**src/rtl/feature_rd_arbiter.sv**
```systemverilog
// Two-requester burst read arbiter in front of a registered-output feature RAM.
// Define FEAT_ARB_RR_EN for round-robin tie-breaking; otherwise requester 0 has fixed priority.
module feature_rd_arbiter #(
  parameter int ADDR_W = 5,
  parameter int DATA_W = 128,
  parameter int LEN_W  = 5
) (
  input  logic              clk,
  input  logic              rst,
  input  logic              req0,
  input  logic              req1,
  input  logic [15:0]       base0,
  input  logic [15:0]       base1,
  input  logic [LEN_W-1:0]  len0,
  input  logic [LEN_W-1:0]  len1,
  output logic              gnt0,
  output logic              gnt1,
  output logic              rvalid0,
  output logic              rvalid1,
  output logic              done0,
  output logic              done1,
  output logic [DATA_W-1:0] rdata,
  output logic              ram_en,
  output logic [ADDR_W-1:0] ram_addr,
  input  logic [DATA_W-1:0] ram_dout,
  output logic              busy
);

  localparam logic [1:0] IDLE   = 2'd0;
  localparam logic [1:0] BURST0 = 2'd1;
  localparam logic [1:0] BURST1 = 2'd2;

  logic [1:0]        state_q, state_d;
  logic [ADDR_W-1:0] cur_addr_q, cur_addr_d;
  logic [LEN_W-1:0]  cnt_q, cnt_d;
  logic [1:0]        gnt_q, gnt_d;
  logic [1:0]        rvalid_q, rvalid_d;
  logic [1:0]        done_q, done_d;
  logic              any_req, win1, last_beat;

  // Only the low address bits of base reach the RAM.
  logic unused_base_hi;
  assign unused_base_hi = ^{base0[15:ADDR_W], base1[15:ADDR_W]};

  assign any_req   = req0 | req1;
  assign last_beat = (cnt_q == LEN_W'(1));

`ifdef FEAT_ARB_RR_EN
  logic rr_q, rr_d;  // 1: requester 1 wins the next tie

  assign win1 = req1 & (~req0 | rr_q);

  always_comb begin
    rr_d = rr_q;
    if (state_q == IDLE && any_req) rr_d = ~win1;
  end

  always_ff @(posedge clk or posedge rst) begin
    if (rst) rr_q <= 1'b0;
    else     rr_q <= rr_d;
  end
`else
  assign win1 = req1 & ~req0;
`endif

  always_comb begin
    state_d    = state_q;
    cur_addr_d = cur_addr_q;
    cnt_d      = cnt_q;
    gnt_d      = 2'b00;
    case (state_q)
      IDLE: begin
        if (any_req) begin
          state_d    = win1 ? BURST1 : BURST0;
          cur_addr_d = win1 ? base1[ADDR_W-1:0] : base0[ADDR_W-1:0];
          cnt_d      = win1 ? len1 : len0;
          gnt_d      = {win1, ~win1};
        end
      end
      BURST0, BURST1: begin
        // len 0 wraps through all-ones and still ends at 1, giving 2^LEN_W beats.
        cur_addr_d = cur_addr_q + ADDR_W'(1);
        cnt_d      = cnt_q - LEN_W'(1);
        if (last_beat) state_d = IDLE;
      end
      default: state_d = IDLE;
    endcase
  end

  // Return side trails the RAM request by the RAM's one-cycle read latency.
  assign rvalid_d = {state_q == BURST1, state_q == BURST0};
  assign done_d   = rvalid_d & {2{last_beat}};

  always_ff @(posedge clk or posedge rst) begin
    if (rst) begin
      state_q    <= IDLE;
      cur_addr_q <= '0;
      cnt_q      <= '0;
      gnt_q      <= 2'b00;
      rvalid_q   <= 2'b00;
      done_q     <= 2'b00;
    end else begin
      state_q    <= state_d;
      cur_addr_q <= cur_addr_d;
      cnt_q      <= cnt_d;
      gnt_q      <= gnt_d;
      rvalid_q   <= rvalid_d;
      done_q     <= done_d;
    end
  end

  assign busy     = (state_q != IDLE);
  assign ram_en   = busy;
  assign ram_addr = busy ? cur_addr_q : '0;
  assign rdata    = ram_dout;

  assign gnt0    = gnt_q[0];
  assign gnt1    = gnt_q[1];
  assign rvalid0 = rvalid_q[0];
  assign rvalid1 = rvalid_q[1];
  assign done0   = done_q[0];
  assign done1   = done_q[1];

endmodule

```
**config.mk**
```make
export PLATFORM = sky130hd
export DESIGN_NAME = feature_rd_arbiter
export DESIGN_NICKNAME = d
export VERILOG_FILES = /design/src/rtl/feature_rd_arbiter.sv
export SDC_FILE = /design/constraint.sdc
export NUM_CORES = 1
export LEC_CHECK = 0
export CORE_AREA = 5 5 119 121
export DETAILED_ROUTE_END_ITERATION = 8
export DIE_AREA = 0 0 124 126
export GPL_TIMING_DRIVEN = 0
export HOLD_SLACK_MARGIN = 0.06
export PLACE_DENSITY = 0.58
export SLEW_MARGIN = 40
export SYNTH_ARGS = -nofsm -noshare
export SYNTH_HDL_FRONTEND = slang
export SYNTH_SLANG_ARGS = --single-unit
```
**constraint.sdc**
```tcl
create_clock -name clk -period 2 [get_ports clk]
set_input_delay 0.4 -clock clk [delete_from_list [all_inputs] [get_ports clk]]
set_output_delay 0.4 -clock clk [all_outputs]
set_load 0.05 [all_outputs]
```
==> results.txt, run 1 <==
- Total of max-cap violations: 0
- Hold-fix buffer count after cts: 0
- Starting Density: 16.30%
- CP Class: reg2out
- Fin area: 4064 um^2
- Setup repair after global routing left no endpoint under its margin.
- Run status: complete, no violations
* Initial antenna violation count: 0
- Lkg Pwr: 0.001863 uW
- Via count: 2106
* Yosys synthesis warning count: 0
- Initial detailed-routing violation count: 58
* Global-route usage over all layers: 8.815%
* First drt pass iteration count: 4
* Clock slew at the register clock pins of the worst setup and hold paths: 0.05 ns
- 0 antenna diodes ended up in the layout.
* Placed cell area: 3968 um^2
- Entering global routing, the biggest net connects 19 pins.
- Global route total overflow: 0
* Number of distinct library cells after synthesis: 35
- The floorplan has 42 rows.
* Max Clk Rate: 0.5287 GHz
* Number of cells after detailed placement: 592
* Worst min-delay path class: in2reg
- Mean routed wirelength per cell: 13.12 um
- The region available for standard cell placement spans 12980 um^2.
* IO Pins: 315
- The via count of the first global-routing pass was 2223.
- Global routing used 8.767% of the available met1 tracks.
* Skew final: 0.001084 ns
- Number of max-slew violations in the final report: 0
- Instance count of the mapped netlist: 253
- The congestion estimate from routability-driven global placement came to 0.7985.
- Global routing met3 resource utilization: 3.004%
- Of the cells placed in the final design, the portion with a size suffix greater than 1 is 38.24%.
- The first global-routing pass estimated 11.08 mm of wire.
- Clock latency on the worst-skew pair, taken at its later pin, is 0.25 ns.
* Crit path DAT: 1.49 ns
- CTS H-tree depth: 1
- Kind of launch point of the worst setup path: flop
- Final critical-path required period: 1.891 ns
* Crit path required time: 1.60 ns
- Element type at the critical path end: output pin
* Clock sink total: 18
- The floorplan step set the die height to 126 um.
- The net count of the finished layout is 602.
- Counting along the longest clock path gives a buffer depth of 2.
* TritonCTS clock tree: done
- Ratio of final minimum period to clock period: 94.57%
- Post-detailed-route count of antenna-violating nets: 0
- Setup violations remaining at the end of the flow were counted as 0.
- Headroom to the max-slew limit came out at 53.42%.
- Across the VDD grid, the largest voltage drop is 0.0004239 V.
- Slew at the pin closest to its max-slew limit: 0.6980 ns
* Post-synthesis register bit count: 18
- The floorplan step defined a die boundary enclosing 15620 um^2.
- Once detailed placement completed, the half-perimeter wirelength came to 7.054 mm.
- When the netlist entered floorplanning its net count stood at 433.
- Of the synthesized area, sequential elements account for 21.29%.
* Buffers on Ports: 163
- The number of failing hold endpoints at the final stage is 0.
- The cell area that synthesis handed to floorplanning was 2116 um^2.
* Root Buffer: sky130_fd_sc_hd__clkbuf_16
- GRT met2 Usage: 17.79%
- The area growth from synthesis to layout is 92.08%.
* Most frequent standard cell in the layout excluding fill and tap cells: sky130_fd_sc_hd__clkdlybuf4s50_1
- Overall power consumption after layout is estimated at 3935 uW.
- Summed over all layers, the routed wires come to 7.830 mm.
- After detailed routing, the number of vias per cell comes to 3.528.
* Number of standard cells in the layout, taps in and fillers out: 597
- The library cells used most frequently in the layout, excluding fill and tap cells, are 156 x sky130_fd_sc_hd__clkdlybuf4s50_1, 134 x sky130_fd_sc_hd__buf_4, 18 x sky130_fd_sc_hd__dfrtp_1.
* Most Used Layer, Global Route: met2
- Counting the buffers created by CTS gives 3.
- Hold slack final: 0.4626 ns
* Power Dens Cells: 968.3 nW/um^2
- Critical path peak fanout: 10
- X dimension of the die: 124 um
- Post-synthesis area per instance: 8.363 um^2
* DRC viols: 0
[path summary, 6_finish.rpt]
path                       slack [ns]             to        from  cells after the start
min in group asynchronous        0.56      done_q[1]         rst                      2
hold reg to reg                  0.57     state_q[0]  state_q[0]                      1
max in group asynchronous        0.99  cur_addr_q[4]         rst                      2
hold / removal                   0.46       gnt_q[0]        req0                      3
setup reg to reg                 0.19       cnt_q[4]  state_q[0]                      8
setup / recovery                 0.11         ram_en  state_q[0]                      6
[worst max-delay path, cell delays in order, from the launching register on]
cell and delay (ns):
sky130_fd_sc_hd__dfrtp_1 0.41, sky130_fd_sc_hd__inv_1 0.13, sky130_fd_sc_hd__ha_4 0.19, sky130_fd_sc_hd__buf_6 0.14
sky130_fd_sc_hd__inv_2 0.07, sky130_fd_sc_hd__buf_4 0.13, sky130_fd_sc_hd__buf_4 0.18
[through the flow]
step / util (%) / TNS [ns] / setup WS (ns)
after CTS: 31.06 / 0 / 0.002546
after global placement: 30.57 / -2.087 / -0.3994
after floorplan: - / 0 / 0.08741
after global routing: 31.31 / 0 / 0.03008
after detailed placement: 30.57 / -2.167 / -0.4134
final: 31.31 / 0 / 0.1086
[layout make-up]
cell class / instances / area (um^2)
fill: 1355 / 8916
sequential: 18 / 450.4
inverter: 9 / 33.78
multi-input combinational: 90 / 633.1
buffer: 136 / 1021
tap: 176 / 220.2
clock buffer: 4 / 88.84
timing repair buffer: 164 / 1617
[power by group]
group          leakage (uW)  switching (uW)  total [uW]  internal (uW)
Sequential         0.000221             149         675            526
Clock             0.0000442             139         443            304
Combinational       0.00160            1700        2820           1120
Total               0.00186            1980        3940           1950
[repair_timing]
| action | CTS | global route |
|---|---|---|
| setup endpoints to repair | 7 | 8 |
| gates resized for setup | 40 | 9 |
| setup buffers | 0 | 1 |
| hold endpoints to repair | 0 | 0 |
[Yosys cell counts]
cell	number	area share, %
sky130_fd_sc_hd__nor2_1	13	2.3
sky130_fd_sc_hd__ha_1	6	3.5
sky130_fd_sc_hd__buf_2	3	0.71
sky130_fd_sc_hd__nand4_1	2	0.59
sky130_fd_sc_hd__nand2b_4	1	0.65
sky130_fd_sc_hd__clkbuf_1	2	0.35
sky130_fd_sc_hd__a21oi_1	11	2.6
sky130_fd_sc_hd__nor2b_1	5	1.5
sky130_fd_sc_hd__dfrtp_1	18	21
sky130_fd_sc_hd__o22ai_1	1	0.30
sky130_fd_sc_hd__a21o_1	2	0.71
sky130_fd_sc_hd__nand2b_1	5	1.5
sky130_fd_sc_hd__a31o_2	2	0.83
sky130_fd_sc_hd__inv_1	9	1.6
sky130_fd_sc_hd__mux2_2	2	1.1
sky130_fd_sc_hd__nor4b_1	1	0.41
sky130_fd_sc_hd__o21ai_0	5	1.2
sky130_fd_sc_hd__a22o_1	1	0.41
sky130_fd_sc_hd__o21ai_2	1	0.41
sky130_fd_sc_hd__nor3_1	2	0.47
sky130_fd_sc_hd__a2bb2oi_1	1	0.41
sky130_fd_sc_hd__nor3b_1	1	0.35
sky130_fd_sc_hd__or2_2	1	0.30
sky130_fd_sc_hd__o2bb2a_4	1	0.95
sky130_fd_sc_hd__buf_6	2	1.1
sky130_fd_sc_hd__and2_1	2	0.59
sky130_fd_sc_hd__a211o_1	1	0.41
sky130_fd_sc_hd__mux2i_1	2	0.95
sky130_fd_sc_hd__mux2_4	3	2.1
sky130_fd_sc_hd__o211ai_1	2	0.71
sky130_fd_sc_hd__nand2_1	9	1.6
sky130_fd_sc_hd__a221oi_1	1	0.41
sky130_fd_sc_hd__buf_4	129	46
sky130_fd_sc_hd__nand3_1	3	0.71
sky130_fd_sc_hd__a311oi_1	3	1.2
[layer usage]
| metal | vias to the layer above | routed length [um] |
|---|---|---|
| li1 | 1026 | - |
| met1 | 920 | 2439 |
| met2 | 158 | 4301 |
| met3 | 2 | 1041 |
| met4 | 0 | 47 |
| met5 | - | 0 |
[state kept, by name, summed over array words and instances, names as in the netlist]
register,count
cnt_q,5
cur_addr_q,5
done_q,2
gnt_q,2
rvalid_q,2
state_q,2
[logic make-up after synthesis]
| logic type | Yosys count | share of synthesized area [%] |
|---|---|---|
| simple gates | 45 | 10.94 |
| compound gates | 32 | 10.59 |
| mux | 7 | 4.139 |
| fa+ha+maj | 6 | 3.548 |
| buf+inv | 145 | 49.50 |
| flops | 18 | 21.29 |
Note: power is estimated with default switching activity, not from simulation.
==> run 2: changes to the inputs <==
Settings changed: MAX_ROUTING_LAYER set to met4.
==> results.txt, run 2 (synthesis gave the netlist of run 1 again) <==
* Max Clk Rate: 0.5287 GHz (unchanged)
- The worst path required time was 1.60 ns (about the same).
* Global-route usage over all layers: 9.069% (was 8.815%)
- The leakage power total came to 0.001863 uW (unchanged).
- The element type at the critical path start is a flop (unchanged).
* Via count: 2112 (was 2106)
- The maximum fanout along the worst path came to 10 (unchanged).
- The minimum clock period is 1.891 ns (unchanged).
- Crit path DAT: 1.49 ns (about the same)
* Standard-cell rows: 42 (unchanged)
- Longest individual stage delay on the worst path: 0.41 ns (about the same)
- Worst min-delay path class: in2reg (unchanged)
* Element type at the critical path end: output pin (unchanged)
- Via count normalized by instance count: 3.538 (was 3.528)
- The clock latency of the later-clocked register in the worst-skew pair came to 0.25 ns (about the same).
- Buffers on Ports: 163 (unchanged)
- The max-cap violation count was 0 (unchanged).
- The maximum number of buffers from clock root to sink was 2 (unchanged).
- Post-Place Setup Slack: -0.4134 ns (unchanged)
- Number of max-slew violations in the final report: 0 (unchanged)
- The HPWL after detailed placement came to 7.054 mm (unchanged).
- The TritonCTS buffer count was 3 (unchanged).
- Ordered list of cells on the worst path: inv_1, ha_4, buf_6, inv_2, buf_4, buf_4 (unchanged)
- Routability-driven placement congestion ratio: 0.8099 (was 0.7985)
- The initial cell density of the core was 16.30% (unchanged).
* Mean routed wirelength per cell: 13.12 um (about the same)
* Root Buffer: sky130_fd_sc_hd__clkbuf_16 (unchanged)
* Post-detailed-route count of antenna-violating nets: 0 (unchanged)
* X dimension of the die: 124 um (unchanged)
* Skew final: 0.001084 ns (unchanged)
- Most frequent cell on the critical path: sky130_fd_sc_hd__buf_4 (unchanged)
- The number of cells on the worst hold path was 3 (unchanged).
- Post-layout total power: 3935 uW (about the same)
- The logic depth of the worst register-to-register path came to 8 (unchanged).
* Final Hold Vio Count: 0 (unchanged)
- Most used cells in the layout excluding fill and tap cells: 156 x sky130_fd_sc_hd__clkdlybuf4s50_1, 134 x sky130_fd_sc_hd__buf_4, 18 x sky130_fd_sc_hd__dfrtp_1 (unchanged).
- The number of H-tree branching levels came to 1 (unchanged).
- The critical path class is reg2out (unchanged).
- The count of TritonRoute iterations in the first routing pass came to 4 (unchanged).
- Initial detailed-routing violation count: 59 (was 58)
* Most frequent standard cell in the layout excluding fill and tap cells: sky130_fd_sc_hd__clkdlybuf4s50_1 (unchanged)
- The slew of the pin with the lowest slew margin was 0.6980 ns (unchanged).
- Hold-fix buffer count after cts: 0 (unchanged)
- Wire length after detailed routing: 7.833 mm (was 7.830 mm)
- Final setup viols: 0 (unchanged)
* Number of nets in the layout: 602 (unchanged)
- Peak supply drop: 0.0004239 V (about the same)
- Die Outline Area: 15620 um^2 (unchanged)
* Global route total overflow: 0 (unchanged)
- The worst-path cell with the longest stage delay is sky130_fd_sc_hd__dfrtp_1 (unchanged).
- Final Worst Setup Slack: 0.1086 ns (unchanged)
* Number of standard cells in the layout, taps in and fillers out: 597 (unchanged)
* Pin count of the biggest net entering global routing: 19 (unchanged)
- The number of DRC violations after detailed routing is 0 (unchanged).
- Largest registers: cnt_q (5), cur_addr_q (5) (unchanged)
* Area growth from synthesis to final layout: 92.08% (unchanged)
- Ratio of final minimum period to clock period: 94.57% (unchanged)
- Hold slack final: 0.4626 ns (unchanged)
- Initial antenna violation count: 0 (unchanged)
- The TritonCTS clock tree is done (unchanged).
- The total power density per cell area is 968.4 nW/um^2 (was 968.3 nW/um^2).
- Core Box Area: 12980 um^2 (unchanged)
- Clock sink total: 18 (unchanged)
* Layout cell share with drive strength beyond 1: 38.24% (unchanged)
* Max transition margin: 53.42% (unchanged)
- The number of inserted diodes is 0 (unchanged).
- The wire length of the first global-routing pass came to 11.07 mm (was 11.08 mm).
* Number of global-route vias before repair: 2226 (was 2223)
- Run status: complete, no violations (unchanged)
* IO Pins: 315 (unchanged)
- Unrepaired setup endpoints after global routing: no (unchanged)
- The register clock-pin slew on the reported worst setup and hold paths came to 0.05 ns (about the same).
- Die height: 126 um (unchanged)
* Number of cells after detailed placement: 592 (unchanged)
-- run 2: cell counts in the layout (fill, tap and decap cells not counted) --
No cell type changed its count.
-- run 2: area by class of cell --
type / count / area, um^2
fillers: 1355 / 8916
well taps: 176 / 220.2
multi-input cells: 90 / 633.1
inverters: 9 / 33.78
repair buffers: 164 / 1617
plain buffers: 136 / 1021
flip-flops and latches: 18 / 450.4
clock buffers: 4 / 88.84
-- run 2: metrics by stage --
step | util (%) | instance area (um^2) | TNS, ns
after floorplan | - | 2116 | 0
after global placement | 30.57 | 3968 | -2.087
after detailed placement | 30.57 | 3968 | -2.167
after CTS | 31.06 | 4031 | 0
after global routing | 31.31 | 4064 | 0
final | 31.31 | 4064 | 0
-- run 2: final timing paths --
path	slack [ns]	startpoint	endpoint
setup / recovery	0.11	state_q[0]	ram_en
hold / removal	0.46	req0	gnt_q[0]
setup reg to reg	0.19	state_q[0]	cnt_q[4]
hold reg to reg	0.57	state_q[0]	state_q[0]
max in group asynchronous	0.99	rst	cur_addr_q[4]
min in group asynchronous	0.56	rst	done_q[1]
-- run 2: worst max-delay path, delay by kind of cell, from the launching register on --
| family | cells | cell delay (ns) |
|---|---|---|
| adder cells (fa/ha/maj) | 1 | 0.19 |
| buffers and inverters | 5 | 0.65 |
| flip-flops | 1 | 0.41 |
-- run 2: where the power goes --
part | internal (uW) | switching (uW) | total [uW]
registers | 526 | 149 | 675
clock network | 304 | 139 | 443
logic | 1120 | 1700 | 2820
total | 1950 | 1980 | 3940
-- run 2: metal layers --
| metal | up-vias | track usage [%] | part of all wire [%] | wire (um) |
|---|---|---|---|---|
| li1 | 1026 | - | - | - |
| met1 | 926 | 9.507 | 34 | 2647 |
| met4 | 0 | 0.8376 | 0.60 | 47 |
| met3 | 2 | 1.794 | 11 | 841 |
| met2 | 158 | 17.79 | 55 | 4297 |
| met5 | - | - | 0 | 0 |
-- run 2: what timing repair did --
| item | CTS | global route |
|---|---|---|
| endpoints found under the setup margin | 7 | 8 |
| cloned | 0 | 0 |
| buffers inserted | 0 | 1 |
| gates resized for setup | 40 | 9 |
==> run 3: changes to the inputs <==
Settings changed: PLACE_DENSITY 0.58 to 0.61.
Clock period 2 ns to 1.5 ns, I/O delays scaled along.
==> results.txt, run 3 (synthesis gave the netlist of run 1 again) <==
* Via count: 2199 (was 2112)
- The maximum fanout along the worst path came to 5 (was 10).
- The violation count after the first detailed-routing iteration came to 63 (was 59).
* Largest registers: cnt_q (5), cur_addr_q (5) (unchanged)
- The area of the multi-input gates came to 775.7 um^2 (was 633.1 um^2).
- The remaining number of nets flagged by the antenna check after routing came to 0 (unchanged).
- Kind of launch point of the worst setup path: flop (unchanged)
* CTS H-tree depth: 1 (unchanged)
* Critical path's slowest cell: sky130_fd_sc_hd__dfrtp_1 (unchanged)
* Routability-driven placement congestion ratio: 0.7579 (was 0.8099)
- The number of inserted diodes is 0 (unchanged).
* Lkg Pwr: 0.002045 uW (was 0.001863 uW)
- Final Worst Setup Slack: -0.2507 ns (was 0.1086 ns)
- CP Class: reg2out (unchanged)
* Share of total power in sequential cells: 14.6% (was 17.2%)
- The arrival time of the worst setup path is 1.45 ns (was 1.49 ns).
* Global-route usage over all layers: 9.806% (was 9.069%)
* Element type at the critical path end: output pin (unchanged)
* X dimension of the die: 124 um (unchanged)
- The TritonCTS clock tree is done (unchanged).
- The area used by sequential logic in the layout is 450.4 um^2 (unchanged).
- The worst setup skew after layout is 0.003850 ns (was 0.001084 ns).
* Initial antenna violation count: 0 (unchanged)
* Ratio of final minimum period to clock period: 116.7%
- Area growth from synthesis to final layout: 108.2% (was 92.08%)
- The leading cell type in the layout, fill and taps excluded was sky130_fd_sc_hd__buf_4 (was sky130_fd_sc_hd__clkdlybuf4s50_1).
- Cell depth of the worst flop-to-flop path: 10 (was 8)
- The startpoint of the worst-slack reg-to-reg timing path is state_q[1] (was state_q[0]).
- The delay of the slowest cell on the worst path was 0.42 ns (was 0.41 ns).
- The worst ir drop on vdd was 0.0006278 V (was 0.0004239 V).
- Crit path required time: 1.20 ns (was 1.60 ns)
* Number of nets in the layout: 622 (was 602)
- The max-slew violation count was 0 (unchanged).
- The final reports fail on negative setup slack.
- The relative slew slack is 55.74% (was 53.42%).
- The floorplan die height is 126 um (unchanged).
* Number of global-route vias before repair: 2371 (was 2226)
- Maximum clock insertion buffer count: 2 (unchanged)
* Core Box Area: 12980 um^2 (unchanged)
* Final design utilization: 33.94% (was 31.31%)
- The register clock-pin slew on the reported worst setup and hold paths is 0.05 ns (about the same).
- The count of TritonRoute iterations in the first routing pass came to 4 (unchanged).
- The switching part of the total is 48.14% (was 50.42%).
- Unrepaired setup endpoints after global routing: yes (was no)
- Timing would allow up to 0.5712 GHz.
* Wire length after detailed routing: 8.381 mm (was 7.833 mm)
* Root Buffer: sky130_fd_sc_hd__clkbuf_16 (unchanged)
* Share of power burned in the clock network: 8.3% (was 11.3%)
- Clock sink total: 18 (unchanged)
- Die Outline Area: 15620 um^2 (unchanged)
- Final critical-path required period: 1.751 ns
* Run status: finished with violations (was complete, no violations)
* Final setup viols: 17 (was 0)
* IO Pins: 315 (unchanged)
- Fraction of power consumed by combinational cells: 77.1% (was 71.6%)
* Worst setup startpoint: state_q[1] (was state_q[0])
- Final Hold Vio Count: 0 (unchanged)
- The wire length of the first global-routing pass is 11.86 mm (was 11.07 mm).
- The via-per-instance ratio was 3.570 (was 3.538).
* Layout cell share with drive strength beyond 1: 47.05% (was 38.24%)
- The cell seen most often among critical-path stages is sky130_fd_sc_hd__buf_8 (was sky130_fd_sc_hd__buf_4).
* Estimated wirelength of the detail-placed design: 7.174 mm (was 7.054 mm)
* Net switching power: 3107 uW (was 1984 uW)
- The final routed wire length divided by cell count came to 13.61 um (was 13.12 um).
* Cell internal power dissipation: 3347 uW (was 1951 uW)
- Global route total overflow: 0 (unchanged)
- The initial cell density of the core was 16.30% (unchanged).
- The slew of the pin with the lowest slew margin is 0.6599 ns (was 0.6980 ns).
- The clock latency of the later-clocked register in the worst-skew pair was 0.25 ns (about the same).
* Worst min-delay path class: in2async (was in2reg)
- Standard-cell rows: 42 (unchanged)
* Buffers on Ports: 163 (unchanged)
* Most used cells in the layout excluding fill and tap cells: 145 x sky130_fd_sc_hd__buf_4, 138 x sky130_fd_sc_hd__clkdlybuf4s50_1, 18 x sky130_fd_sc_hd__dfrtp_1, 18 x sky130_fd_sc_hd__dlygate4sd2_1, 12 x sky130_fd_sc_hd__buf_6 (was 156 x sky130_fd_sc_hd__clkdlybuf4s50_1, 134 x sky130_fd_sc_hd__buf_4, 18 x sky130_fd_sc_hd__dfrtp_1)
- The maximum number of pins on one net before global-route repair is 19 (unchanged).
- The count of hold-fix buffers inserted at cts came to 0 (unchanged).
- The TritonCTS buffer count was 3 (unchanged).
- Count of fill cells added during filler insertion: 1313 (was 1355)
- The total power after layout is 6453 uW (was 3935 uW).
* DRC viols: 0 (unchanged)
- The total power density per cell area was 1465 nW/um^2 (was 968.4 nW/um^2).
- Total of max-cap violations: 0 (unchanged)
- Ordered list of cells on the worst path: inv_2, ha_4, buf_8, clkinvlp_4, buf_8, buf_8 (was inv_1, ha_4, buf_6, inv_2, buf_4, buf_4).
==> run 3: changes by cell type in the layout (fill, tap and decap cells not counted), sizes merged <==
| cell | delta |
|---|---|
| clkbuf | -2 |
| dlygate4sd2 | +18 |
| buf | +21 |
| inv | -2 |
| clkinvlp | +1 |
| clkinv | +1 |
| clkdlybuf4s50 | -18 |
==> run 3: final cells by class <==
| class | count | area share, % |
|---|---|---|
| timing repair buffer | 185 | 40.93 |
| buffer | 135 | 23.69 |
| multi-input combinational | 90 | 17.61 |
| sequential | 18 | 10.22 |
| tap | 176 | 4.999 |
| clock buffer | 3 | 1.704 |
| inverter | 9 | 0.8520 |
==> run 3: what timing repair did <==
item | in CTS | in global routing
gates resized for setup | 83 | 24
endpoints found under the setup margin | 36 | 21
pin swaps | 3 | 8
buffers inserted | 14 | 9
cloned | 1 | 0
==> run 3: power groups by stage <==
stage	combinational (uW)	sequential [uW]	clock [uW]
6_report	4980	943	533
5_1_grt	5240	972	565
3_3_place_gp	3930	897	0
3_5_place_dp	4000	915	0
2_1_floorplan	2830	994	0
4_1_cts	4590	911	541
==> run 3: worst paths after layout <==
kind,end,slack (ns)
max reg2reg,done_q[0],-0.20
max,ram_en,-0.25
max in group asynchronous,cur_addr_q[3],0.80
min in group clk,gnt_q[0],0.39
min reg2reg,cnt_q[1],0.55
min,gnt_q[1],0.37
==> run 3: stage by stage <==
step                hold WS [ns]  instance area, um^2  worst slack, ns  setup TNS (ns)  instances
detailed placement        0.5308                 4033          -0.6458          -7.424        592
floorplan                 0.2386                 2181          -0.1293         -0.1479        253
CTS                       0.3606                 4280          -0.2308          -1.392        609
global route              0.4000                 4405          -0.2802          -2.724        616
finish                    0.3719                 4405          -0.2507          -2.131        616
global placement          0.5295                 4033          -0.6381          -7.236        592
==> run 3: layer usage <==
metal / track usage [%] / routed length, um / up-vias
met5: - / 0 / -
met4: 0.3866 / 0 / 0
met3: 2.377 / 856 / 0
met2: 19.25 / 4763 / 151
met1: 10.22 / 2761 / 984
li1: - / - / 1064
==> run 3: critical path, delay by kind of cell, from the launching register on <==
family,cells,cell delay (ns)
DFF,1,0.42
buffers and inverters,5,0.63
adders and majority gates,1,0.16
